<file path="src/rtl/avaliador_de_acertos.sv">
// Note lane scroller and hit judge for the rhythm game: shifts lane-mask commands
// towards the judge stage, scores player presses against it, tracks combo and score.
module avaliador_de_acertos #(
  parameter int DEPTH       = 4,
  parameter int PONTOS_BASE = 10
) (
  input  logic                 clk,
  input  logic                 rst,
  input  logic                 tick,
  input  logic [3:0]           comando,
  input  logic [3:0]           KEY,
  input  logic                 iniciar,
  input  logic                 fim_de_jogo,
  output logic [4*DEPTH-1:0]   linhas,
  output logic [3:0]           alvo_acertado,
  output logic [15:0]          pontos,
  output logic [7:0]           combo,
  output logic [7:0]           max_combo,
  output logic                 acerto,
  output logic                 erro,
  output logic [1:0]           estado
);

  typedef enum logic [1:0] {
    IDLE = 2'd0,
    RUN  = 2'd1,
    DONE = 2'd2
  } estado_t;

  estado_t              estado_q, estado_d;
  logic [4*DEPTH-1:0]   linhas_q, linhas_d;
  logic [3:0]           alvo_q, alvo_d;
  logic [15:0]          pontos_q, pontos_d;
  logic [7:0]           combo_q, combo_d;
  logic [7:0]           max_combo_q, max_combo_d;
  logic                 acerto_q, acerto_d;
  logic                 erro_q, erro_d;
  logic [3:0]           key_s1_q, key_s1_d;
  logic [3:0]           key_s2_q, key_s2_d;
  logic [3:0]           key_s3_q, key_s3_d;

  logic [3:0]           press;
  logic [3:0]           juiz;
  logic [3:0]           flags;
  logic [2:0]           mult;
  logic [16:0]          soma;
  logic [7:0]           combo_inc;

  always_ff @(posedge clk) begin
    if (rst) begin
      estado_q    <= IDLE;
      linhas_q    <= '0;
      alvo_q      <= '0;
      pontos_q    <= '0;
      combo_q     <= '0;
      max_combo_q <= '0;
      acerto_q    <= 1'b0;
      erro_q      <= 1'b0;
      key_s1_q    <= 4'hF;
      key_s2_q    <= 4'hF;
      key_s3_q    <= 4'hF;
    end else begin
      estado_q    <= estado_d;
      linhas_q    <= linhas_d;
      alvo_q      <= alvo_d;
      pontos_q    <= pontos_d;
      combo_q     <= combo_d;
      max_combo_q <= max_combo_d;
      acerto_q    <= acerto_d;
      erro_q      <= erro_d;
      key_s1_q    <= key_s1_d;
      key_s2_q    <= key_s2_d;
      key_s3_q    <= key_s3_d;
    end
  end

  // s1/s2 synchronize the buttons; s3 holds the previous synchronized value for edge detection
  always_comb begin
    key_s1_d = KEY;
    key_s2_d = key_s1_q;
    key_s3_d = key_s2_q;
    press    = (estado_q == RUN) ? (key_s3_q & ~key_s2_q) : 4'h0;
  end

  always_comb begin
    juiz  = linhas_q[4*DEPTH-1 -: 4];
    flags = alvo_q | (press & juiz);
    if (combo_q >= 8'd24)      mult = 3'd4;
    else if (combo_q >= 8'd16) mult = 3'd3;
    else if (combo_q >= 8'd8)  mult = 3'd2;
    else                       mult = 3'd1;
    soma      = {1'b0, pontos_q} + (17'(PONTOS_BASE) * 17'(mult));
    combo_inc = (combo_q == 8'hFF) ? 8'hFF : combo_q + 8'd1;
  end

  always_comb begin
    estado_d    = estado_q;
    linhas_d    = linhas_q;
    alvo_d      = alvo_q;
    pontos_d    = pontos_q;
    combo_d     = combo_q;
    max_combo_d = max_combo_q;
    acerto_d    = 1'b0;
    erro_d      = 1'b0;
    case (estado_q)
      IDLE: begin
        linhas_d    = '0;
        alvo_d      = '0;
        pontos_d    = '0;
        combo_d     = '0;
        max_combo_d = '0;
        if (iniciar) estado_d = RUN;
      end
      RUN: begin
        if (tick) begin
          // Presses in a tick cycle only ever credit the outgoing note
          linhas_d = {linhas_q[4*DEPTH-5:0], comando};
          alvo_d   = '0;
          if (juiz != 4'h0) begin
            if (flags == juiz) begin
              acerto_d    = 1'b1;
              pontos_d    = soma[16] ? 16'hFFFF : soma[15:0];
              combo_d     = combo_inc;
              max_combo_d = (combo_inc > max_combo_q) ? combo_inc : max_combo_q;
            end else begin
              erro_d  = 1'b1;
              combo_d = '0;
            end
          end
        end else if (press != 4'h0) begin
          alvo_d = alvo_q | (press & juiz);
          if ((press & ~juiz) != 4'h0) begin
            erro_d  = 1'b1;
            combo_d = '0;
          end
        end
        if (fim_de_jogo) estado_d = DONE;
      end
      DONE: begin
        if (iniciar) begin
          linhas_d    = '0;
          alvo_d      = '0;
          pontos_d    = '0;
          combo_d     = '0;
          max_combo_d = '0;
          estado_d    = RUN;
        end
      end
      default: estado_d = IDLE;
    endcase
  end

  assign linhas        = linhas_q;
  assign alvo_acertado = alvo_q;
  assign pontos        = pontos_q;
  assign combo         = combo_q;
  assign max_combo     = max_combo_q;
  assign acerto        = acerto_q;
  assign erro          = erro_q;
  assign estado        = estado_q;

endmodule

</file>
<file path="config.mk">
export PLATFORM = sky130hd
export DESIGN_NAME = avaliador_de_acertos
export DESIGN_NICKNAME = d
export VERILOG_FILES = /design/src/rtl/avaliador_de_acertos.sv
export SDC_FILE = /design/constraint.sdc
export NUM_CORES = 1
export LEC_CHECK = 0
export ABC_AREA = 1
export BUFFER_PORTS_ARGS = -buffer_cell sky130_fd_sc_hd__buf_2
export CAP_MARGIN = 10
export CORE_MARGIN = 2
export CORE_UTILIZATION = 30
export CTS_CLUSTER_DIAMETER = 60
export DETAILED_ROUTE_END_ITERATION = 12
export PLACE_DENSITY_LB_ADDON = 0.08
export REMOVE_ABC_BUFFERS = 1
export SYNTH_ARGS = -nofsm -noshare
export SYNTH_HDL_FRONTEND = slang
export SYNTH_SLANG_ARGS = --single-unit
</file>
<file path="constraint.sdc">
create_clock -name clk -period 3 [get_ports clk]
set_input_delay 0.45 -clock clk [delete_from_list [all_inputs] [get_ports clk]]
set_output_delay 0.45 -clock clk [all_outputs]
set_load 0.1 [all_outputs]
</file>
==> results.txt, run 1 <==
outcome -> complete, no violations
initial core utilization -> 30.5%
H-tree depth -> 3
CP startpoint kind -> flip-flop
first-pass GRT wire length -> 16700 um
Synthesis Warnings -> 0
Async S/R FF share, synth -> 0%
Pwr Total -> 2710 uW
most used cell, CP -> nand2_1
Worst R2R Path Depth -> 14
Detail Route Antenna Nets -> 0
CP Max Fanout -> 16
worst-margin pin slew -> 0.538 ns
CP required -> 3.23 ns
Clock Pin Slew Worst Setup and Hold Paths -> 0.06 ns
unrepaired setup endpoints after global routing -> no
CP Depth -> 14
hpwl dp -> 7500 um
Root Buffer Master -> clkbuf_16
first-pass iteration count of the detailed router -> 4
Fin Setup TNS -> 0 ns
syn avg cell area -> 6.70 um2
count of final setup violators -> 0
dpl cells -> 798
CTS tree -> built
Layout Nets -> 667
Hold Crit Class -> primary input to flip-flop
Fmax achieved -> 387 MHz
crit-path cells -> nand2_1 > nor3_1 > nand3_1 > and2_1 > ha_1 > nand2_1 > o21ai_0 > nor2_1 > nand2_1 > nand2_1 > nand2_2 > nand3_1 > nand2_1 > nor2_1
XOR/XNOR Fraction of Synth Area -> 0.919%
vias -> 3661
initial antenna violation count -> 1
CP Launch Point -> combo[3]
Worst Skew -> 0.00539 ns
mux contribution to synthesized area -> 0%
# port buffers -> 68
clock latency on the worst-skew pair -> 0.33 ns
Critical Path AT -> 2.82 ns
Crit path max-delay family -> simple AND/OR/NAND/NOR gates
Hold Fails Final Rpt -> 0
count of hold buffers inserted by post-cts repair -> 0
Buf+Inv Stages, Crit Path -> 0
r2r setup slk -> 0.41 ns
CP peak stage delay -> 0.44 ns
Max Cap Viol -> 0
FF+latch count, synth -> 68
Placer Congestion -> 0.823
WS Path Type -> flip-flop to flip-flop
gr ovfl total -> 0
normalized max-slew margin -> 64.1%
Worst Slack Setup Final -> 0.413 ns
Layout Utilization -> 36.9%
min cycle time layout -> 2.59 ns
reg2reg start -> combo[3]
Final Instance Count excl. Fillers -> 814
CTS Sinks -> 68
largest family of logic cells by synthesized area -> simple AND/OR/NAND/NOR gates
largest net degree at the start of global routing -> 28
Area growth syn-to-layout -> 21.2%
Synth Area in Adders -> 5.77%
CP Capture Type -> flip-flop
cells after synthesis -> 569
Die Width -> 117 um
leakage power -> 0.00229 uW
die height -> 117 um
post-synthesis sequential area ratio -> 35.7%
Post-Syn Area -> 0.00381 mm2
Max Slew Vio Count -> 0
# diodes -> 0
Pwr per Cell Area -> 585 mW/mm2
number of global-route vias before repair -> 3346
Longest Clk Path Bufs -> 2
post-CTS setup buffer count -> 0
IO Count -> 69
die area -> 0.0136 mm2
Vias/cell -> 4.50
post-cts resize count -> 0
detailed-route DRC error count -> 0
compound-gate portion of the synthesized area -> 10.6%
post-synth cell types -> 37
fin crit share -> 86.2%
gr usage total -> 15.7%
Max VDD drop -> 0.290 mV
R2R Path End -> max_combo[3]
layout cells sized above 1 -> 20.2%
top_reg_cell synth -> dfxtp_1
Rows -> 41
routed len/inst -> 12.3 um
first-iteration detailed-routing DRC count -> 186
final WL -> 10000 um
Synth Area in Simple Gates -> 36.5%
slowest library cell on the worst path -> dfxtp_1
Post-synth EDFFs -> 0
CTS Buf Count -> 9
pre-CTS setup slack -> 0.248 ns
Critical path destination -> max_combo[3]
core box area -> 0.0125 mm2
## final cells by class
cell class | count | area, um2
Inverter | 82 | 308
Fill cell | 1405 | 7890
Timing Repair Buffer | 73 | 378
Sequential cell | 68 | 1360
Tap cell | 172 | 215
Clock inverter | 6 | 63.8
Multi-Input combinational cell | 403 | 2060
Clock buffer | 10 | 239
## worst register-to-register path, cell delays in order (launching register included)
cell	delay (ns)
dfxtp_1	0.44
nand2_1	0.16
nor3_1	0.39
nand3_1	0.16
and2_1	0.17
ha_1	0.28
nand2_1	0.06
o21ai_0	0.15
nor2_1	0.05
nand2_1	0.08
nand2_1	0.06
nand2_2	0.23
nand3_1	0.12
nand2_1	0.08
nor2_1	0.04
## state kept, by name, summed over array words and instances (netlist names)
signal         flops
linhas            16
pontos            16
combo              8
max_combo          8
alvo_acertado      4
key_s1_q           4
key_s2_q           4
key_s3_q           4
estado             2
acerto             1
erro               1
## how the worst min path moves through the flow
stage	start	to	slack (ns)	depth (start not counted)
3_5_place_dp	key_s1_q[1]	key_s2_q[1]	0.39	1
6_report	KEY[1]	key_s1_q[1]	0.30	2
2_1_floorplan	key_s1_q[0]	key_s2_q[0]	0.39	1
4_1_cts	KEY[0]	key_s1_q[0]	0.28	2
3_3_place_gp	key_s1_q[0]	key_s2_q[0]	0.39	1
5_1_grt	KEY[0]	key_s1_q[0]	0.29	2
## cells in the mapped netlist (3+ instances only)
library cell	count	area share, %
nor2_1	47	4.6
clkbuf_1	6	0.59
o21ai_0	15	2.0
ha_1	16	5.2
buf_2	5	0.66
nand3_1	58	7.6
nor3_1	3	0.39
or2_2	16	2.6
nand2_2	6	0.98
a211oi_1	4	0.79
xor2_1	3	0.69
a21oi_1	48	6.3
inv_1	77	7.6
inv_2	5	0.49
nand3_2	3	0.79
nand4_1	6	0.98
dfxtp_1	68	36
nor2_4	4	1.2
nand2_1	151	15
nand3b_1	3	0.59
o21ai_1	5	0.66
## layer usage
layer | global-route usage [%] | share of wire (%) | vias up
li1 | - | - | 1938
met1 | 21.4 | 50 | 1630
met2 | 23.7 | 43 | 81
met3 | 4.67 | 5.7 | 12
met4 | 5.80 | 1.4 | 0
met5 | 0 | 0 | -
## metrics by stage
stage	hold slack, ns	instance area, um2
after floorplan	0.389	3720
after detailed placement	0.392	4320
final	0.296	4620
after global routing	0.294	4620
after global placement	0.391	4320
after CTS	0.282	4620
## placed cells by master (no fill, tap or decap), types with 4 or more instances in the layout
master and instances:
buf_2 68, nand2_2 7, ha_1 16, a211oi_1 4
clkbuf_16 9, dfxtp_1 68, nand4_1 6, nand2_1 150
inv_2 5, or2_2 16, inv_1 77, nand3_1 58
buf_4 5, nor2_1 47, o21ai_1 5, o21ai_0 15
nor2_4 4, a21oi_1 48
## cells by family after synthesis
| kind of cell | after synthesis |
|---|---|
| flops | 68 |
| buf+inv | 98 |
| fa+ha+maj | 17 |
| compound gates | 76 |
| simple gates | 305 |
| other cells | 1 |
| xor+xnor | 4 |
## power by group
| part | leakage (uW) | switching [uW] | internal [uW] |
|---|---|---|---|
| clock | 0.000144 | 404 | 664 |
| sequential | 0.000554 | 35.0 | 944 |
| combinational | 0.00159 | 503 | 156 |
No activity file was read; power rests on OpenSTA's default activity.
==> run 2: changes to the inputs <==
Settings changed: CORE_UTILIZATION 30 to 36.
==> results.txt, run 2 (same netlist as run 1, synthesis figures left out) <==
outcome -> complete, no violations
leakage power -> 0.00224 uW (-1.9%)
first-pass GRT wire length -> 15900 um (-5.0%)
Fmax achieved -> 386 MHz (about the same)
Die Width -> 107 um (-8.4%)
Vias/cell -> 4.69 (+4.2%)
CP required -> 3.25 ns (+0.02 ns)
crit-path cells -> nand2_1 > inv_1 > nor2_1 > inv_1 > a21oi_1 > inv_1 > fa_1 > inv_1 > nand2_1 > nand2_1 > nand2_1 > nand2_1 > inv_1 > o21bai_1 > nand2_1 > a21oi_1 > o21ai_1
CP Max Fanout -> 6 (-10)
first-pass iteration count of the detailed router -> 4 (unchanged)
Hold Startpoint -> KEY[1]
Worst Skew -> 0.0128 ns (+0.00738 ns)
routed len/inst -> 12.1 um (-1.7%)
Fill cells -> 1118 (-20%)
area of placed instances -> 0.00427 mm2 (-1.0%)
CP Launch Point -> combo[3]
Max VDD drop -> 0.266 mV (-8.4%)
reg2reg start -> combo[3]
unrepaired setup endpoints after global routing -> no
CP peak stage delay -> 0.42 ns (-0.02 ns)
CTS tree -> built
initial core utilization -> 36.9% (+6.5 points)
slowest library cell on the worst path -> fa_1
Hold Crit Class -> primary input to flip-flop
Longest Clk Path Bufs -> 2 (unchanged)
Hold Fails Final Rpt -> 0 (unchanged)
min cycle time layout -> 2.59 ns (+0.000512 ns)
CP startpoint kind -> flip-flop
most used cell, CP -> nand2_1
first-iteration detailed-routing DRC count -> 125 (-33%)
Layout Nets -> 667 (unchanged)
number of global-route vias before repair -> 3329 (-0.51%)
fin crit share -> 86.3% (about the same)
initial antenna violation count -> 0 (-1)
commonest cells after routing, fill and taps aside -> nand2_1 (150), inv_1 (77), dfxtp_1 (68), buf_2 (68), nand3_1 (58)
post-CTS setup buffer count -> 0 (unchanged)
Placer Congestion -> 0.864 (+5.0%)
Critical Path AT -> 2.84 ns (+0.02 ns)
dpl cells -> 762 (-4.5%)
Max Slew Vio Count -> 0 (unchanged)
Design Area, Final -> 0.00448 mm2 (-3.1%)
die height -> 107 um (-8.4%)
Pwr per Cell Area -> 543 mW/mm2 (-7.2%)
core box area -> 0.0103 mm2 (-18%)
# diodes -> 0 (unchanged)
CTS Sinks -> 68 (unchanged)
layout cells sized above 1 -> 20.2% (unchanged)
hpwl dp -> 7020 um (-6.5%)
clock latency on the worst-skew pair -> 0.35 ns (+0.02 ns)
Detail Route Antenna Nets -> 0 (unchanged)
largest net degree at the start of global routing -> 39 (+39%)
gr usage total -> 17.3% (+1.5 points)
H-tree depth -> 3 (unchanged)
Rows -> 37 (-9.8%)
Final Instance Count excl. Fillers -> 778 (-4.4%)
Root Buffer Master -> clkbuf_8
vias -> 3647 (-0.38%)
gr ovfl total -> 0 (unchanged)
Max Cap Viol -> 0 (unchanged)
IO Count -> 69 (unchanged)
Clock Pin Slew Worst Setup and Hold Paths -> 0.09 ns (+0.03 ns)
Pwr Total -> 2430 uW (-10%)
WS Path Type -> flip-flop to flip-flop
CP Capture Type -> flip-flop
detailed-route DRC error count -> 0 (unchanged)
die area -> 0.0114 mm2 (-16%)
commonest non-fill, non-tap cell in the layout -> nand2_1
normalized max-slew margin -> 57.2% (-6.9 points)
# port buffers -> 68 (unchanged)
final WL -> 9410 um (-6.0%)
Area growth syn-to-layout -> 17.5%
count of final setup violators -> 0 (unchanged)
worst-margin pin slew -> 0.642 ns (+0.104 ns)
CTS Buf Count -> 9 (unchanged)
==> run 2: changes by cell type in the layout (fill, tap and decap cells not counted), sizes merged <==
cell      previous run  this run
clkinv               3         2
clkbuf              10         9
inv                 82        85
clkinvlp             2         1
==> run 2: stage by stage <==
| step | utilization, % | worst slack (ns) | hold slack [ns] | setup TNS (ns) |
|---|---|---|---|---|
| global placement | 41.4 | 0.281 | 0.393 | 0 |
| detailed placement | 41.4 | 0.304 | 0.398 | 0 |
| floorplan | - | -0.172 | 0.389 | -1.38 |
| global route | 43.4 | 0.0540 | 0.250 | 0 |
| finish | 43.4 | 0.412 | 0.271 | 0 |
| CTS | 43.4 | 0.273 | 0.251 | 0 |
==> run 2: path summary, 6_finish.rpt <==
check                      to  slack [ns]  cells after the start
setup reg to reg    pontos[7]        0.41                     17
hold reg to reg   key_s2_q[2]        0.41                      1
hold / removal    key_s1_q[1]        0.27                      2
setup / recovery    pontos[7]        0.41                     17
==> run 2: where the power goes <==
group	total, uW	leakage, uW	internal (uW)	switching [uW]
Combinational	659	0.00159	158	501
Clock	797	0.000101	396	401
Sequential	977	0.000554	943	34.5
Total	2430	0.00224	1500	937
==> run 2: final cells by class <==
cell class                 instances  area, um2  area share [%]
multi-input combinational        403       2060            45.9
sequential                        68       1360            30.4
timing repair buffer              73        378            8.43
inverter                          82        308            6.87
tap                              136        170            3.80
clock buffer                       9        124            2.76
clock inverter                     7       81.3            1.82
==> run 2: metal layers <==
metal	vias to the layer above	share of wire, %	track usage (%)	routed length [um]
met5	-	0	0	0
met4	0	0.88	4.45	83
met3	10	4.9	4.92	463
met2	66	45	27.6	4240
met1	1630	49	22.9	4620
li1	1941	-	-	-
==> run 2: worst max-delay path, delay by kind of cell (launching register included) <==
family / cells / cell delay (ns)
simple gates: 7 / 0.67
buf+inv: 5 / 0.35
compound gates: 4 / 0.68
flops: 1 / 0.37
fa+ha+maj: 1 / 0.42
==> run 2: timing repair <==
| action | in CTS | in global routing |
|---|---|---|
| endpoints found under the hold margin | 0 | 0 |
| endpoints found under the setup margin | 0 | 8 |
| resized for setup | 0 | 1 |
| hold buffers | 0 | 0 |
==> run 3: changes to the inputs <==
Settings changed: ABC_AREA 1 to 0, CORE_ASPECT_RATIO from default to 0.5.
==> results.txt, run 3 <==
outcome -> complete, no violations
most frequent cell after synthesis -> nand2_1
first-pass iteration count of the detailed router -> 4 (unchanged)
clock latency on the worst-skew pair -> 0.34 ns (about the same)
Fmax achieved -> 358 MHz (-7.4%)
CP Capture Type -> flip-flop
compound-gate portion of the synthesized area -> 14.8% (+4.3 points)
count of final setup violators -> 0 (unchanged)
unrepaired setup endpoints after global routing -> no
final WL -> 8860 um (-5.9%)
Root Buffer Master -> clkbuf_16
top_reg_cell synth -> dfxtp_1
syn avg cell area -> 8.23 um2 (+23%)
routed len/inst -> 13.7 um (+13%)
Hold Fails Final Rpt -> 0 (unchanged)
Post-synth top cells -> nand2_1 (70), dfxtp_1 (68), a21oi_1 (38)
post-synth cell types -> 60 (+62%)
post-synthesis sequential area ratio -> 38.5% (+2.8 points)
IO Count -> 69 (unchanged)
initial antenna violation count -> 0 (unchanged)
area taken by multi-input logic gates -> 0.00202 mm2 (-1.9%)
post-CTS setup buffer count -> 0 (unchanged)
top cell type by total area after synthesis -> dfxtp_1
layout cells sized above 1 -> 25.6% (+5.4 points)
vias -> 3171 (-13%)
worst hold slack -> 0.292 ns (+0.0216 ns)
commonest non-fill, non-tap cell in the layout -> nand2_1
count of hold buffers inserted by post-cts repair -> 0 (unchanged)
Layout Nets -> 536 (-20%)
cells after synthesis -> 430 (-24%)
gr ovfl total -> 0 (unchanged)
Async S/R FF share, synth -> 0% (unchanged)
register area -> 0.00137 mm2 (+0.46%)
Pwr per Cell Area -> 499 mW/mm2 (-8.2%)
CTS Buf Count -> 9 (unchanged)
Max Cap Viol -> 0 (unchanged)
H-tree depth -> 3 (unchanged)
Rows -> 25 (-32%)
min cycle time layout -> 2.79 ns (+0.207 ns)
largest family of logic cells by synthesized area -> simple AND/OR/NAND/NOR gates
# port buffers -> 68 (unchanged)
normalized max-slew margin -> 63.0% (+5.8 points)
CP startpoint kind -> flip-flop
FF+latch count, synth -> 68 (unchanged)
Layout Utilization -> 46.3% (+2.9 points)
hpwl dp -> 6440 um (-8.2%)
Vias/cell -> 4.91 (+4.7%)
Clock Pin Slew Worst Setup and Hold Paths -> 0.06 ns (-0.03 ns)
Synth area leaders -> dfxtp_1 (38%), nand2_1 (7.4%), ha_1 (5.7%)
initial core utilization -> 37.2% (+0.26 points)
XOR/XNOR Fraction of Synth Area -> 1.98% (+1.1 points)
Synth Area in Simple Gates -> 28.8% (-7.8 points)
CTS Sinks -> 68 (unchanged)
Worst Skew -> 0.00905 ns (-0.00372 ns)
Placer Congestion -> 0.779 (-9.8%)
Hold Startpoint -> KEY[1]
Die Width -> 144 um (+35%)
first-pass GRT wire length -> 14900 um (-5.9%)
CP required -> 3.22 ns (-0.03 ns)
commonest cells after routing, fill and taps aside -> nand2_1 (70), buf_2 (68), dfxtp_1 (65), a21oi_1 (38), nand3_1 (29)
largest net degree at the start of global routing -> 23 (-41%)
Post-synth EDFFs -> 0 (unchanged)
mux contribution to synthesized area -> 4.99% (+5.0 points)
leakage power -> 0.00194 uW (-13%)
Post-Syn Area -> 0.00354 mm2 (-7.3%)
CP Launch Point -> combo[3]
detailed-route DRC error count -> 0 (unchanged)
reg2reg start -> combo[3]
Synth Area in Adders -> 6.23% (+0.45 points)
Hold Crit Class -> primary input to flip-flop
CTS tree -> built
fin crit share -> 93.1% (+6.9 points)
Max Slew Vio Count -> 0 (unchanged)
CP Max Fanout -> 10 (+4)
worst-margin pin slew -> 0.554 ns (-0.0876 ns)
Max VDD drop -> 0.332 mV (+25%)
die height -> 74.1 um (-31%)
Critical Path AT -> 3.02 ns (+0.18 ns)
gr usage total -> 18.0% (+0.73 points)
r2r setup slk -> 0.21 ns (-0.21 ns)
core box area -> 0.00951 mm2 (-7.9%)
number of global-route vias before repair -> 2964 (-11%)
die area -> 0.0107 mm2 (-6.6%)
WS Path Type -> flip-flop to flip-flop
Synthesis Warnings -> 0 (unchanged)
first-iteration detailed-routing DRC count -> 167 (+34%)
Fill cells -> 1000 (-11%)
Longest Clk Path Bufs -> 2 (unchanged)
Detail Route Antenna Nets -> 0 (unchanged)
# diodes -> 0 (unchanged)
post-synth top area share -> 38.5% (+2.8 points)
Area growth syn-to-layout -> 24.4%
## run 3: cell types whose count changed after synthesis, sizes merged, moves of 6 or more
cell	delta
a21oi	-9
nand2b	+10
nor2b	+6
and2b	+6
nand2	-88
mux2i	+15
nand3	-29
nor2	-31
inv	-61
nor3	+6
clkbuf	+7
## run 3: path summary, 6_finish.rpt
check	cells after the start	endpoint
setup reg to reg	10	pontos[15]
setup / recovery	10	pontos[15]
hold reg to reg	1	key_s2_q[3]
hold / removal	2	key_s1_q[1]
## run 3: power breakdown
| group | internal, uW | switching (uW) |
|---|---|---|
| sequential | 914 | 9.72 |
| clock | 657 | 444 |
| combinational | 53.1 | 118 |
## run 3: logic make-up (layout without fill, tap and decap cells)
group,after synthesis,after routing
buffers and inverters,40,121
muxes,17,17
DFF,68,68
xor gates and xnor gates,8,8
adders and majority gates,17,17
and+or+nand+nor,195,195
other,1,1
AOI/OAI and AO/OA,84,84
## run 3: stage by stage
| step | instances | setup TNS, ns | setup slack [ns] | cell area [um2] | power [uW] |
|---|---|---|---|---|---|
| finish | 646 | 0 | 0.206 | 4400 | 2190 |
| global route | 646 | 0 | 0.0289 | 4400 | 2290 |
| CTS | 646 | 0 | 0.0825 | 4390 | 2230 |
| detailed placement | 630 | 0 | 0.0909 | 4080 | 1120 |
| global placement | 630 | 0 | 0.181 | 4080 | 1120 |
| floorplan | 411 | -8.68 | -0.545 | 3450 | 1060 |
## run 3: layout make-up
cell class | count | area share (%)
clock inverters | 7 | 1.85
multi-input cells | 322 | 45.9
inverters | 21 | 1.79
clock buffers | 9 | 5.12
repair buffers | 84 | 10.5
flip-flops and latches | 68 | 31.1
well taps | 135 | 3.84
## run 3: worst max-delay path, stage by stage, from the launching register on
cell and delay [ns]:
dfxtp_4 0.38, nor4_1 0.31, ha_1 0.25, inv_1 0.06, fa_1 0.40, nor2b_1 0.16
o31a_1 0.17, o31ai_1 0.11, or3_1 0.36, o211a_1 0.22, a221o_1 0.25
## run 3: routing by layer
metal	track usage [%]	share of wire, %	vias to the layer above
li1	-	-	1644
met1	26.2	53	1459
met2	25.8	42	64
met3	5.54	4.5	4
met4	4.85	0.52	0
met5	0	0	-
## run 3: what timing repair did
action	CTS	global route
endpoints found under the setup margin	0	9
endpoints found under the hold margin	0	0
resized for setup	0	6
